**src/rtl/rx_pkg.sv**
```systemverilog
// Shared types and default sizing for the USB receive bit-unstuffing path.
package rx_pkg;

    typedef enum logic [1:0] {
        IDLE  = 2'd0,
        DATA  = 2'd1,
        STUFF = 2'd2
    } state_t;

    localparam int STUFF_LEN_DEF = 6;
    localparam int BYTE_W_DEF    = 8;

endpackage

```
**src/rtl/rx_bit_counter.sv**
```systemverilog
// Data-bit position counter: counts enabled cycles and wraps to 0 on reaching rollover_val.
module rx_bit_counter #(
    parameter int CNT_W = 4
) (
    input  logic             clk,
    input  logic             n_rst,
    input  logic             count_enable,
    input  logic             clear,
    input  logic [CNT_W-1:0] rollover_val,
    output logic [CNT_W-1:0] count,
    output logic             rollover_flag
);

    logic [CNT_W-1:0] count_q;
    logic [CNT_W-1:0] count_d;

    // Flag marks the enabled cycle that takes the last position; the count wraps on that edge.
    always_comb begin
        rollover_flag = !clear && count_enable && (count_q == rollover_val - 1'b1);
        count_d       = count_q;
        if (clear || rollover_flag) begin
            count_d = '0;
        end else if (count_enable) begin
            count_d = count_q + 1'b1;
        end
    end

    always_ff @(posedge clk) begin
        if (!n_rst) begin
            count_q <= '0;
        end else begin
            count_q <= count_d;
        end
    end

    assign count = count_q;

endmodule

```
**src/rtl/rx_unstuff_shift.sv**
```systemverilog
// Removes USB stuffed zeros from the decoded bit stream and assembles LSB-first bytes,
// flagging missing stuff bits and end-of-packet on a partial byte.
module rx_unstuff_shift
    import rx_pkg::*;
#(
    parameter int STUFF_LEN = STUFF_LEN_DEF,
    parameter int BYTE_W    = BYTE_W_DEF
) (
    input  logic              clk,
    input  logic              n_rst,
    input  logic              rcv_enable,
    input  logic              d_orig,
    input  logic              shift_enable,
    input  logic              eop,
    input  logic              clear,
    output logic [BYTE_W-1:0] rx_byte,
    output logic              byte_valid,
    output logic              stuff_error,
    output logic              align_error
);

    localparam int CNT_W  = $clog2(BYTE_W + 1);
    localparam int ONES_W = $clog2(STUFF_LEN + 1);
    localparam logic [CNT_W-1:0]  ROLL_VAL = CNT_W'(BYTE_W);
    localparam logic [ONES_W-1:0] ONES_MAX = ONES_W'(STUFF_LEN);

    state_t              state_q, state_d;
    logic [ONES_W-1:0]   ones_q, ones_d;
    logic [BYTE_W-1:0]   shreg_q, shreg_d;
    logic [BYTE_W-1:0]   rx_byte_q, rx_byte_d;
    logic                byte_valid_q, byte_valid_d;
    logic                stuff_error_q, stuff_error_d;
    logic                align_error_q, align_error_d;

    logic                sample_ok;
    logic                bit_en;
    logic                bit_clr;
    logic [CNT_W-1:0]    bit_cnt;
    logic                bit_roll;

    // A strobe that survives the higher-priority clear / disable / IDLE conditions.
    assign sample_ok = rcv_enable && !clear && (state_q != IDLE) && shift_enable;
    assign bit_en    = sample_ok && !eop && (state_q == DATA);
    assign bit_clr   = clear || !rcv_enable || (state_q == IDLE)
                     || (sample_ok && eop)
                     || (sample_ok && (state_q == STUFF) && d_orig);

    rx_bit_counter #(
        .CNT_W (CNT_W)
    ) u_bit_counter (
        .clk           (clk),
        .n_rst         (n_rst),
        .count_enable  (bit_en),
        .clear         (bit_clr),
        .rollover_val  (ROLL_VAL),
        .count         (bit_cnt),
        .rollover_flag (bit_roll)
    );

    always_comb begin
        // NOTE: every output gets a default before the branches so no latch is inferred.
        state_d       = state_q;
        ones_d        = ones_q;
        shreg_d       = shreg_q;
        rx_byte_d     = rx_byte_q;
        byte_valid_d  = 1'b0;
        stuff_error_d = 1'b0;
        align_error_d = 1'b0;

        if (clear) begin
            ones_d  = '0;
            shreg_d = '0;
            state_d = rcv_enable ? DATA : IDLE;
        end else if (!rcv_enable) begin
            ones_d  = '0;
            state_d = IDLE;
        end else if (state_q == IDLE) begin
            ones_d  = '0;
            state_d = DATA;
        end else if (shift_enable && eop) begin
            ones_d        = '0;
            state_d       = DATA;
            align_error_d = (bit_cnt != '0);
        end else if (shift_enable && state_q == DATA) begin
            shreg_d = {d_orig, shreg_q[BYTE_W-1:1]};
            if (d_orig) begin
                ones_d = ones_q + 1'b1;
                if (ones_q + 1'b1 == ONES_MAX) begin
                    state_d = STUFF;
                end
            end else begin
                ones_d = '0;
            end
            if (bit_roll) begin
                rx_byte_d    = {d_orig, shreg_q[BYTE_W-1:1]};
                byte_valid_d = 1'b1;
            end
        end else if (shift_enable && state_q == STUFF) begin
            // The stuff bit itself is never shifted; a 1 here means the byte is lost.
            ones_d        = '0;
            state_d       = DATA;
            stuff_error_d = d_orig;
        end
    end

    always_ff @(posedge clk) begin
        if (!n_rst) begin
            state_q       <= IDLE;
            ones_q        <= '0;
            shreg_q       <= '0;
            rx_byte_q     <= '0;
            byte_valid_q  <= 1'b0;
            stuff_error_q <= 1'b0;
            align_error_q <= 1'b0;
        end else begin
            // NOTE: non-blocking so every flop samples the pre-edge values computed above.
            state_q       <= state_d;
            ones_q        <= ones_d;
            shreg_q       <= shreg_d;
            rx_byte_q     <= rx_byte_d;
            byte_valid_q  <= byte_valid_d;
            stuff_error_q <= stuff_error_d;
            align_error_q <= align_error_d;
        end
    end

    assign rx_byte     = rx_byte_q;
    assign byte_valid  = byte_valid_q;
    assign stuff_error = stuff_error_q;
    assign align_error = align_error_q;

endmodule

```
**config.mk**
```make
export PLATFORM = sky130hd
export DESIGN_NAME = rx_unstuff_shift
export DESIGN_NICKNAME = d
export VERILOG_FILES = /design/src/rtl/rx_pkg.sv /design/src/rtl/rx_bit_counter.sv /design/src/rtl/rx_unstuff_shift.sv
export SDC_FILE = /design/constraint.sdc
export NUM_CORES = 1
export LEC_CHECK = 0
export CAP_MARGIN = 10
export CELL_PAD_IN_SITES_DETAIL_PLACEMENT = 1
export CELL_PAD_IN_SITES_GLOBAL_PLACEMENT = 1
export CORE_UTILIZATION = 30
export DETAILED_ROUTE_END_ITERATION = 8
export HOLD_SLACK_MARGIN = 0.05
export PLACE_DENSITY = 0.58
export SLEW_MARGIN = 20
export SYNTH_ARGS = -nofsm -noshare
export SYNTH_HDL_FRONTEND = slang
export SYNTH_HIERARCHICAL = 1
export SYNTH_SLANG_ARGS = --single-unit
```
**constraint.sdc**
```tcl
create_clock -name clk -period 6.45 [get_ports clk]
set_clock_uncertainty 0.15 [all_clocks]
set_input_delay 1.935 -clock clk [delete_from_list [all_inputs] [get_ports clk]]
set_output_delay 1.935 -clock clk [all_outputs]
set_load 0.02 [all_outputs]
```
; Yosys cells after proc, flatten, opt, wreduce, memory -nomap -nowiden
; Cells that the tools add are included.
[op_classes]
add_sub_neg = 2
n_eq_ne = 7
mux = 13
bitwise_logic = 7
n_reduce_logical = 35
[op_table]
columns = operator, n
row1 = 2-to-1 mux 2 bit, 8
row2 = logical AND 1 bit, 13
row3 = OR reduction 5 bit, 2
row4 = 2-to-1 mux 3 bit, 3
row5 = NOT 1 bit, 7
row6 = OR reduction 7 bit, 1
row7 = "inequality test 6 x 1 -> 1 bit, second input constant", 1
row8 = "inequality test 6 x 5 -> 1 bit, second input constant", 1
row9 = "inequality test 6 bit, second input constant", 1
row10 = AND reduction 6 bit, 1
row11 = OR reduction 6 bit, 1
row12 = logical OR 1 bit, 5
row13 = "adder 4 x 1 -> 4 bit, second input constant", 1
row14 = "== test 4 x 3 -> 1 bit, second input constant", 1
row15 = zero test 1 bit, 4
row16 = AND reduction 4 bit, 1
row17 = nonzero test 2 bit, 2
row18 = nonzero test 4 bit, 1
row19 = OR reduction 2 bit, 2
row20 = "adder 3 x 1 -> 3 bit, second input constant", 1
row21 = "== test 3 bit, second input constant", 1
row22 = AND reduction 3 bit, 1
row23 = "== test 2 x 1 -> 1 bit, second input constant", 1
row24 = "== test 2 bit, second input constant", 1
row25 = other kinds (2), 3
[word_totals]
regBits = 28
in_bits = 7
out_inout_bits = 11
word_cells = 72

; Logic depth before layout (Yosys ltp)
; Gate-level depths: netlist of run 1.
[logic_depth]
ltp_word = 12
depth_mapped = 11
mapped_depth_nobuf = 10

; Hierarchy
; Netlist of run 1, hierarchy kept.
[modules_own_cells]
columns = module, instances, cells_each, area_per_inst_um2, seq_area_each_um2
row1 = rx_unstuff_shift, 1, 111, 1088.5, 460.4
row2 = rx_bit_counter, 1, 28, 294.0, 80.1

; Worst setup path before layout of run 1
; OpenSTA, ideal clock, no wires.
[synth_timing]
path_type = input-to-reg
start = input port clear
end = register rx_byte_q[0], in the netlist rx_byte[0]
setup_time_ns = 0.116
t_arrival_ns = 4.200
required_time_ns = 6.184
path_slack_ns = 1.984
stages = 10
path_buffers = 0
cell_sequence = nand2b_1 -> a211oi_1 -> nand2_1 -> nand2b_1 -> nor4_4 -> and2_1 -> nand4b_4 -> a2111oi_4 -> mux2i_1 -> nor2b_1
[synth_between]
elab_chain_len = 11
word_cells_on_any_way = 18
classes_between = 1 x bitwise / 17 x reduce/logical
[synth_lines]
columns = item, line
row1 = start: declaration, rx_unstuff_shift.sv:15  ; input logic clear,
row2 = zero test 1 bit, rx_unstuff_shift.sv:42  ; assign sample_ok = rcv_enable && !clear && (state_q != IDLE) && shift_enable;
row3 = logical AND 1 bit (3 in a row), rx_unstuff_shift.sv:42
row4 = logical AND 1 bit (on tied branches), "rx_unstuff_shift.sv:45, rx_unstuff_shift.sv:46"
row5 = logical OR 1 bit or logical AND 1 bit (tied branches), "rx_unstuff_shift.sv:45, rx_unstuff_shift.sv:46"
row6 = logical OR 1 bit *, rx_unstuff_shift.sv:46  ; || (sample_ok && (state_q == STUFF) && d_orig);
row7 = net bit_clr, rx_unstuff_shift.sv:37  ; logic bit_clr;
row8 = zero test 1 bit *, rx_bit_counter.sv:19  ; rollover_flag = !clear && count_enable && (count_q == rollover_val - 1'b1);
row9 = logical AND 1 bit * (2 in a row), rx_bit_counter.sv:19
row10 = net bit_roll, rx_unstuff_shift.sv:39  ; logic bit_roll;
row11 = AND reduction 6 bit (no source line) *, n/a
row12 = end signal: assignment, rx_unstuff_shift.sv:120  ; rx_byte_q <= rx_byte_d;
row13 = end: declaration, rx_unstuff_shift.sv:30  ; logic [BYTE_W-1:0] rx_byte_q, rx_byte_d;
; Mark *: on every way through the listed nets, which the timed path passes. The rest lies on a longest branch.
; A chain may end at the register's enable or synchronous reset.

; Final worst setup path of run 1
[layout_timing]
start = input port shift_enable
end = register rx_byte_q[6], in the netlist rx_byte[6]
[layout_between]
word_cells_on_any_way = 15
classes_between = 1 x bitwise / 14 x reduce/logical
[layout_rtl]
columns = item, line
row1 = start: declaration, rx_unstuff_shift.sv:13  ; input logic shift_enable,
row2 = logical AND 1 bit, rx_unstuff_shift.sv:42
row3 = logical AND 1 bit (2 in a row), rx_unstuff_shift.sv:43  ; assign bit_en = sample_ok && !eop && (state_q == DATA);
row4 = net bit_en, rx_unstuff_shift.sv:36  ; logic bit_en;
row5 = logical AND 1 bit (2 in a row), rx_bit_counter.sv:19
row6 = net bit_roll, rx_unstuff_shift.sv:39
row7 = AND reduction 6 bit (no source line), n/a
; The timed path passes the listed nets, and every way through them passes these cells.

==> run summary, run 1 <==
hold slack - 0.379 ns
Crit Path Class - input pin to flop
Critical Path Source Type - input pin
max frequency - 189 MHz
Tcrit/Tclk final - 0.820
TritonCTS buffer count - 3
Setup crit end kind - flop
drt drc - 0
Max Cap Viol - 0
CP cell instances - clkdlybuf4s50_1, nand4bb_1, nor2_1, nand2b_1, nor4_4, and2_1, nand4b_4, a2111oi_4, mux2i_1, nor2b_1
Yosys top cell area share - 0.391
final hold violations - 0
combinational power share - 0.083
via/cell ratio - 4.88
top_reg_cell synth - dfxtp_1
Final Setup Violations - 0
clk sinks - 27
cell family with most CP delay - simple AND/OR/NAND/NOR gates
DR iter-0 viols - 19
antenna violations before repair - 0
nets - 172
cells after synthesis - 139
Flop pwr share - 0.581
post-CTS setup buffers - 0
WL/cell - 13.7 um
DRT antenna net count - 0
CTS tree - built
VDD IR-drop max - 0.0000623 V
clk_lat worst skew - 0.27 ns
num rows - 24
clock power share - 0.337
Synth-to-Final Area Change - 19.5%
most common cell after layout, fill and taps aside - dfxtp_1
ANT cells - 0
Tmin final - 5.29 ns
largest net degree at the start of global routing - 17
Synth Register Bits - 27
LEAKAGE - 0.000608 uW
PD cells - 176 nW/um^2
CP required - 6.47 ns
PortBufs - 17
fin. max-slew vios - 0
fraction of registers with async set/reset - 0
cts hold-fix bufs - 0
die area - 4880 um^2
critical path data arrival time - 5.31 ns
GRT Util Overall - 0.130
first-pass GRT wire length - 5.11 mm
Synth cell types - 37
RSZ-0062 raised after global routing - no
worst-margin pin slew - 0.797 ns
normalized max-slew margin - 0.469
Hold Path Class - flop to flop
DR vias - 1034
Post-Syn Area - 1380 um^2
Mapped Avg Cell Area - 9.95 um^2
sw frac - 0.239
Die Y - 69.9 um
EDFF count, synth - 0
final HPWL from detailed placement - 2.19 mm
Overflow after GRT - 0
Ys Warns - 6
initial core utilization - 0.315
number of buffer and inverter stages on the critical path - 1
R2R Setup Slk - 2.99 ns
Seq/Total Area, Yosys - 0.391
Core ar. - 4380 um^2
final weighted congestion in routability-driven placement - 0.800
Int Power - 221 uW
final WL - 2.91 mm
status - finished clean
CP peak stage delay - 0.79 ns
Area contributors post-synth - dfxtp_1, mux2i_1, nor2b_1
fraction of layout cells with a size suffix above 1 - 0.0688
Die Wd - 69.9 um
Switch Pwr - 69.4 uW
most frequent cells in the layout - dfxtp_1, mux2i_1, clkdlybuf4s50_1
vias in the first global route - 1094
Yosys top cell by area - dfxtp_1
Crit Path Max Fanout - 10
setup TNS - 0 ns
First-pass DRT Iterations - 2
clk root buf - clkbuf_8
CTS resizes - 0
clock tree buffer depth - 2
CP max-delay cell - clkdlybuf4s50_1
H-tree depth - 1
I/O pin count - 18
clock transition at the registers of the reported paths - 0.10 ns
-- state kept, by name (all words and copies together), names as in the netlist --
signal               flops
u_bit_counter/count      4
byte_valid               1
state_q                  2
shreg_q                  7
stuff_error              1
ones_q                   3
align_error              1
rx_byte                  8
-- synth_stat cells (2+ instances only) --
cell type	instances
a211oi_1	5
a22oi_1	2
a2bb2oi_1	2
buf_2	2
clkbuf_1	2
conb_1	2
dfxtp_1	27
ha_1	4
inv_1	6
mux2i_1	17
nand2_1	7
nand2b_1	5
nand4_1	2
nor2_1	10
nor2b_1	9
nor3_1	7
o21ai_0	2
o31ai_1	2
or2_2	2
xnor2_1	4
xor2_1	4
-- cell type report --
cell class	instances	area, um^2
inverter	6	22.5
fill	493	2730
tap	52	65.1
clock inverter	1	7.51
multi-input combinational	106	806
sequential	27	541
clock buffer	3	41.3
timing repair buffer	17	170
-- worst paths after layout --
kind | cells after the start | startpoint | endpoint
setup reg to reg | 10 | state_q[1]$_SDFFE_PN0P_ | rx_byte[6]$_SDFFE_PN0P_
hold reg to reg | 2 | rx_byte[7]$_SDFFE_PN0P_ | rx_byte[7]$_SDFFE_PN0P_
hold / removal | 2 | rx_byte[7]$_SDFFE_PN0P_ | rx_byte[7]$_SDFFE_PN0P_
setup / recovery | 10 | shift_enable | rx_byte[6]$_SDFFE_PN0P_
-- cell families (layout without fill, tap and decap cells) --
kind of cell	after synthesis	in the layout	synth area share
flip-flops	27	27	0.391
buffers and inverters	12	27	0.0425
XOR/XNOR	9	9	0.0688
adder cells (fa/ha/maj)	4	4	0.0362
multiplexers	17	17	0.123
other	2	8	0.00543
AND/OR/NAND/NOR	50	50	0.218
AO/OA/AOI/OAI	18	18	0.115
-- tightest hold or removal path: cells and delay by family, from the launching register on --
family	cells	cell delay (ns)
DFF	1	0.32
muxes	1	0.11
and+or+nand+nor	1	0.05
-- power groups by stage --
stage / registers [uW] / clock network, uW / logic, uW
after detailed placement: 173 / 0 / 24.0
after CTS: 169 / 104 / 24.0
final: 169 / 97.8 / 24.0
after floorplan: 171 / 0 / 17.5
after global routing: 169 / 113 / 26.4
after global placement: 173 / 0 / 23.8
-- metal layers --
| layer | up-vias | wire length, um | track usage |
|---|---|---|---|
| li1 | 520 | - | - |
| met1 | 496 | 1460 | 0.177 |
| met2 | 12 | 1360 | 0.206 |
| met3 | 6 | 51 | 0.0231 |
| met4 | 0 | 38 | 0.0444 |
| met5 | - | 0 | 0 |
-- metrics by stage --
stage	area (um^2)	setup WS (ns)	cells	power [uW]	util
after CTS	1650	1.12	212	296	0.377
after global routing	1650	0.915	212	308	0.377
after detailed placement	1600	0.842	208	197	0.366
final	1650	1.16	212	291	0.377
after floorplan	1410	1.98	145	189	-
after global placement	1600	0.912	208	196	0.366
No activity file was read; power rests on OpenSTA's default activity.
==> run 2, diff against run 1 <==
PLACE_DENSITY = 0.6   (was 0.58)
clock period = 4.6 ns   (was 6.45 ns; I/O delays follow)
==> run summary, run 2 (synthesis gave the netlist of run 1 again) <==
Final Setup Violations - 0 (unchanged)
final hold violations - 0 (unchanged)
M1 GR Usage - 0.173 (-0.00460)
clk sinks - 27 (unchanged)
PortBufs - 17 (unchanged)
Max Cap Viol - 0 (unchanged)
clock transition at the registers of the reported paths - 0.10 ns (about the same)
grt peak-use layer - met2
status - finished clean
Synth-to-Final Area Change - 22.8%
final core utilization - 0.387 (+0.0103)
Crit Path Max Fanout - 8 (-2)
Critical Path Source Type - input pin
Core ar. - 4380 um^2 (unchanged)
CTS tree - built
max FFs per register - 8 (unchanged)
max frequency - 246 MHz
Die Wd - 69.9 um (unchanged)
VDD IR-drop max - 0.000102 V (+63%)
most frequent cells in the layout - dfxtp_1, mux2i_1, clkdlybuf4s50_1
H-tree depth - 1 (unchanged)
CP required - 4.63 ns (-1.84 ns)
PD cells - 243 nW/um^2 (+38%)
via/cell ratio - 4.83 (-0.87%)
clock tree buffer depth - 2 (unchanged)
TritonCTS buffer count - 3 (unchanged)
Hold Path Class - flop to flop
Crit Path Class - input pin to flop
most common cell after layout, fill and taps aside - dfxtp_1
cts hold-fix bufs - 0 (unchanged)
antenna violations before repair - 0 (unchanged)
CTS resizes - 0 (unchanged)
vias in the first global route - 1169 (+6.9%)
I/O pin count - 18 (unchanged)
LEAKAGE - 0.000639 uW (+5.0%)
final WL - 3.12 mm (+7.2%)
Die Y - 69.9 um (unchanged)
clk root buf - clkbuf_8
Tcrit/Tclk final - 0.884
hold slack - 0.368 ns (-0.0114 ns)
DR iter-0 viols - 23 (+4)
post-CTS setup buffers - 0 (unchanged)
GR Util met2 - 0.252 (+0.0459)
R2R Setup Slk - 1.60 ns (-1.39 ns)
final weighted congestion in routability-driven placement - 0.732 (-8.5%)
ANT cells - 0 (unchanged)
DR vias - 1054 (+1.9%)
WL/cell - 14.3 um (+4.2%)
met3 global-route usage - 0.0260 (+0.00289)
Overflow after GRT - 0 (unchanged)
fin. max-slew vios - 0 (unchanged)
GRT Util Overall - 0.143 (+0.0133)
die area - 4880 um^2 (unchanged)
drt drc - 0 (unchanged)
setup TNS - 0 ns (unchanged)
Tmin final - 4.07 ns
first-pass GRT wire length - 5.51 mm (+7.8%)
initial core utilization - 0.315 (unchanged)
First-pass DRT Iterations - 4 (+2)
nets - 178 (+3.5%)
num rows - 24 (unchanged)
RSZ-0062 raised after global routing - no
largest net degree at the start of global routing - 17 (unchanged)
final HPWL from detailed placement - 2.37 mm (+8.6%)
Setup crit end kind - flop
DRT antenna net count - 0 (unchanged)
clk_lat worst skew - 0.28 ns (about the same)
fraction of layout cells with a size suffix above 1 - 0.102 (+0.0337)
critical path data arrival time - 4.09 ns (-1.22 ns)
## run 2: changes by cell type in the layout (fill, tap and decap cells not counted)
cell	previous run	this run
buf_4	0	6
## run 2: layer usage
layer	wire, um	vias to the layer above	share of wire
li1	-	531	-
met1	1530	507	0.49
met2	1480	11	0.47
met3	67	5	0.021
met4	50	0	0.016
met5	0	-	0
## run 2: final cells by class
| class | instances | area [um^2] |
|---|---|---|
| Clock buffer | 3 | 41.3 |
| Clock inverter | 1 | 7.51 |
| Multi-Input combinational cell | 106 | 806 |
| Timing Repair Buffer | 23 | 215 |
| Sequential cell | 27 | 541 |
| Fill cell | 508 | 2690 |
| Tap cell | 52 | 65.1 |
| Inverter | 6 | 22.5 |
## run 2: path summary, 6_finish.rpt
| check | from | end | cells after the start |
|---|---|---|---|
| hold / removal | shreg_q[1]$_SDFFE_PP0P_ | shreg_q[1]$_SDFFE_PP0P_ | 2 |
| setup / recovery | clear | rx_byte[0]$_SDFFE_PN0P_ | 12 |
| hold reg to reg | shreg_q[1]$_SDFFE_PP0P_ | shreg_q[1]$_SDFFE_PP0P_ | 2 |
| setup reg to reg | state_q[1]$_SDFFE_PN0P_ | rx_byte[0]$_SDFFE_PN0P_ | 11 |
## run 2: critical path: stages
cell and delay (ns):
clkdlybuf4s50_1 0.43, nand2b_1 0.27, a211oi_1 0.28, nand2_1 0.11, nand2b_1 0.18, nor4_4 0.32
and2_1 0.25, nand4b_4 0.12, a2111oi_4 0.19, buf_4 0.26, mux2i_1 0.24, nor2b_1 0.07
## run 2: per-stage QoR
stage / instance area (um^2) / total power (uW) / setup slack (ns) / std cells
after floorplan: 1410 / 265 / 0.689 / 145
after global placement: 1650 / 278 / 0.344 / 214
after detailed placement: 1650 / 278 / 0.223 / 214
after CTS: 1700 / 421 / 0.517 / 218
after global routing: 1700 / 437 / 0.291 / 218
final: 1700 / 413 / 0.535 / 218
## run 2: power by group
part,switching [uW],internal [uW]
Combinational,20.0,16.3
Sequential,2.43,234
Clock,77.9,61.6
Total,100,312
==> run 3, diff against run 2 <==
CORE_UTILIZATION = 38   (was 30)
CTS_CLUSTER_SIZE = 24   (was unset)
PLACE_DENSITY = 0.74   (was 0.6)
==> run summary, run 3 (synthesis gave the netlist of run 1 again) <==
largest net degree at the start of global routing - 16 (-1)
Int Power - 284 uW (-9.1%)
Tcrit/Tclk final - 0.875 (-0.00828)
Crit Path Class - input pin to flop
Post-Place Worst Slack - 0.207 ns (-0.0161 ns)
cell count of the worst reg-to-reg path - 11 (unchanged)
clock tree buffer depth - 2 (unchanged)
most used cell along the critical path - nand2b_1
CP peak stage delay - 0.44 ns (about the same)
via/cell ratio - 4.92 (+1.8%)
clk sinks - 27 (unchanged)
Setup crit end kind - flop
clock power share - 0.277 (-0.061)
worst-margin pin slew - 0.513 ns
final weighted congestion in routability-driven placement - 0.822 (+12%)
CTS resizes - 0 (unchanged)
fin. max-slew vios - 0 (unchanged)
Die Y - 62.3 um (-11%)
GRT Util Overall - 0.171 (+0.0277)
vias in the first global route - 1081 (-7.5%)
nets - 176 (-1.1%)
drt drc - 0 (unchanged)
Critical Path Source Type - input pin
Met3 Wirelength - 74 um (+10%)
final WL - 3.08 mm (-1.4%)
Overflow after GRT - 0 (unchanged)
max frequency - 248 MHz (+0.95%)
final HPWL from detailed placement - 2.36 mm (-0.62%)
Multi-input gate area - 806 um^2 (unchanged)
Die Wd - 62.3 um (-11%)
Hold Path Class - flop to flop
num rows - 21 (-13%)
DR iter-0 viols - 43 (+87%)
clock transition at the registers of the reported paths - 0.15 ns (+0.05 ns)
PD cells - 228 nW/um^2 (-6.3%)
clk root buf - clkbuf_4
setup TNS - 0 ns (unchanged)
Switch Pwr - 92.4 uW (-7.9%)
PortBufs - 17 (unchanged)
Synth-to-Final Area Change - 19.5%
max FFs per register - 8 (unchanged)
DRT antenna net count - 0 (unchanged)
CTS tree - built
combinational power share - 0.092 (+0.004)
Top Layer Used - met4
Tmin final - 4.03 ns (-0.0381 ns)
Hold Path Sink - shreg_q[1]$_SDFFE_PP0P_
clk_lat worst skew - 0.32 ns (+0.04 ns)
final hold violations - 0 (unchanged)
met1 WL - 1.45 mm (-4.7%)
Core ar. - 3420 um^2 (-22%)
RSZ-0062 raised after global routing - no
most common cell after layout, fill and taps aside - dfxtp_1
Hold Path Stages - 2 (unchanged)
sw frac - 0.246 (+0.00232)
First-pass DRT Iterations - 4 (unchanged)
cts hold-fix bufs - 0 (unchanged)
routed wl met2 - 1.53 mm (+3.6%)
hold_sp - shreg_q[1]$_SDFFE_PP0P_
TritonCTS buffer count - 3 (unchanged)
R2R Setup Slk - 1.60 ns (about the same)
first-pass GRT wire length - 5.18 mm (-6.1%)
critical path data arrival time - 4.11 ns (+0.02 ns)
ANT cells - 0 (unchanged)
Setup WS post-layout - 0.573 ns (+0.0381 ns)
status - finished clean
CP cell instances - clkdlybuf4s50_1, nand2b_1, a211oi_1, nand2_1, nand2b_1, nor4_4, and2_1, nand4b_4, a2111oi_4, buf_4, mux2i_1, nor2b_1
CP required - 4.68 ns (+0.05 ns)
WL/cell - 14.7 um (+2.4%)
fraction of layout cells with a size suffix above 1 - 0.0854 (-0.0170)
r2r startpoint - state_q[0]$_SDFFE_PN0P_
most frequent cells in the layout - dfxtp_1, mux2i_1, clkdlybuf4s50_1
Final Setup Violations - 0 (unchanged)
Reg area - 541 um^2 (unchanged)
Flop pwr share - 0.630 (+0.056)
initial core utilization - 0.405 (+0.0894)
Layout fillers - 394 (-22%)
LEAKAGE - 0.000623 uW (-2.6%)
VDD IR-drop max - 0.000121 V (+20%)
I/O pin count - 18 (unchanged)
Crit Path Max Fanout - 8 (unchanged)
Max Cap Viol - 0 (unchanged)
antenna violations before repair - 0 (unchanged)
RR Endpoint - rx_byte[5]$_SDFFE_PN0P_
die area - 3880 um^2 (-20%)
CP max-delay cell - clkdlybuf4s50_1
DR vias - 1034 (-1.9%)
H-tree depth - 1 (unchanged)
normalized max-slew margin - 0.657
post-CTS setup buffers - 0 (unchanged)
## run 3: cell type report
type	instances	area share
inverters	6	0.0136
multi-input cells	106	0.488
clock buffers	4	0.0159
well taps	46	0.0348
repair buffers	21	0.121
flip-flops and latches	27	0.327
## run 3: worst max-delay path by stage
stage	start	end	slack [ns]	depth (start not counted)
floorplan	clear	rx_byte[0]$_SDFFE_PN0P_	0.69	10
global placement	clear	rx_byte[6]$_SDFFE_PN0P_	0.29	12
detailed placement	clear	rx_byte[5]$_SDFFE_PN0P_	0.21	12
CTS	clear	rx_byte[5]$_SDFFE_PN0P_	0.56	12
global route	clear	rx_byte[7]$_SDFFE_PN0P_	0.43	12
finish	clear	rx_byte[5]$_SDFFE_PN0P_	0.57	12
## run 3: power by group through the flow
stage | clock network [uW] | registers (uW) | logic [uW]
after CTS | 111 | 237 | 34.4
after detailed placement | 0 | 242 | 34.2
final | 104 | 237 | 34.7
after global placement | 0 | 242 | 33.8
after floorplan | 0 | 240 | 24.5
after global routing | 122 | 238 | 37.8
## run 3: worst max-delay path: cells and delay by family
family          cells  cell delay [ns]
compound gates      2             0.50
buf+inv             2             0.69
mux                 1             0.21
simple gates        7             1.32
## run 3: per-stage QoR
step / power, uW / util / std cells / hold slack, ns / area (um^2)
after floorplan: 265 / - / 145 / 0.314 / 1410
after global placement: 276 / 0.476 / 206 / 0.335 / 1630
after detailed placement: 276 / 0.476 / 206 / 0.352 / 1630
after CTS: 382 / 0.484 / 210 / 0.385 / 1650
after global routing: 398 / 0.484 / 210 / 0.410 / 1650
final: 376 / 0.484 / 210 / 0.381 / 1650
## run 3: routing by layer
| layer | global-route usage | up-vias |
|---|---|---|
| met1 | 0.208 | 492 |
| met5 | 0 | - |
| met4 | 0.0349 | 0 |
| met3 | 0.0404 | 2 |
| li1 | - | 529 |
| met2 | 0.305 | 11 |
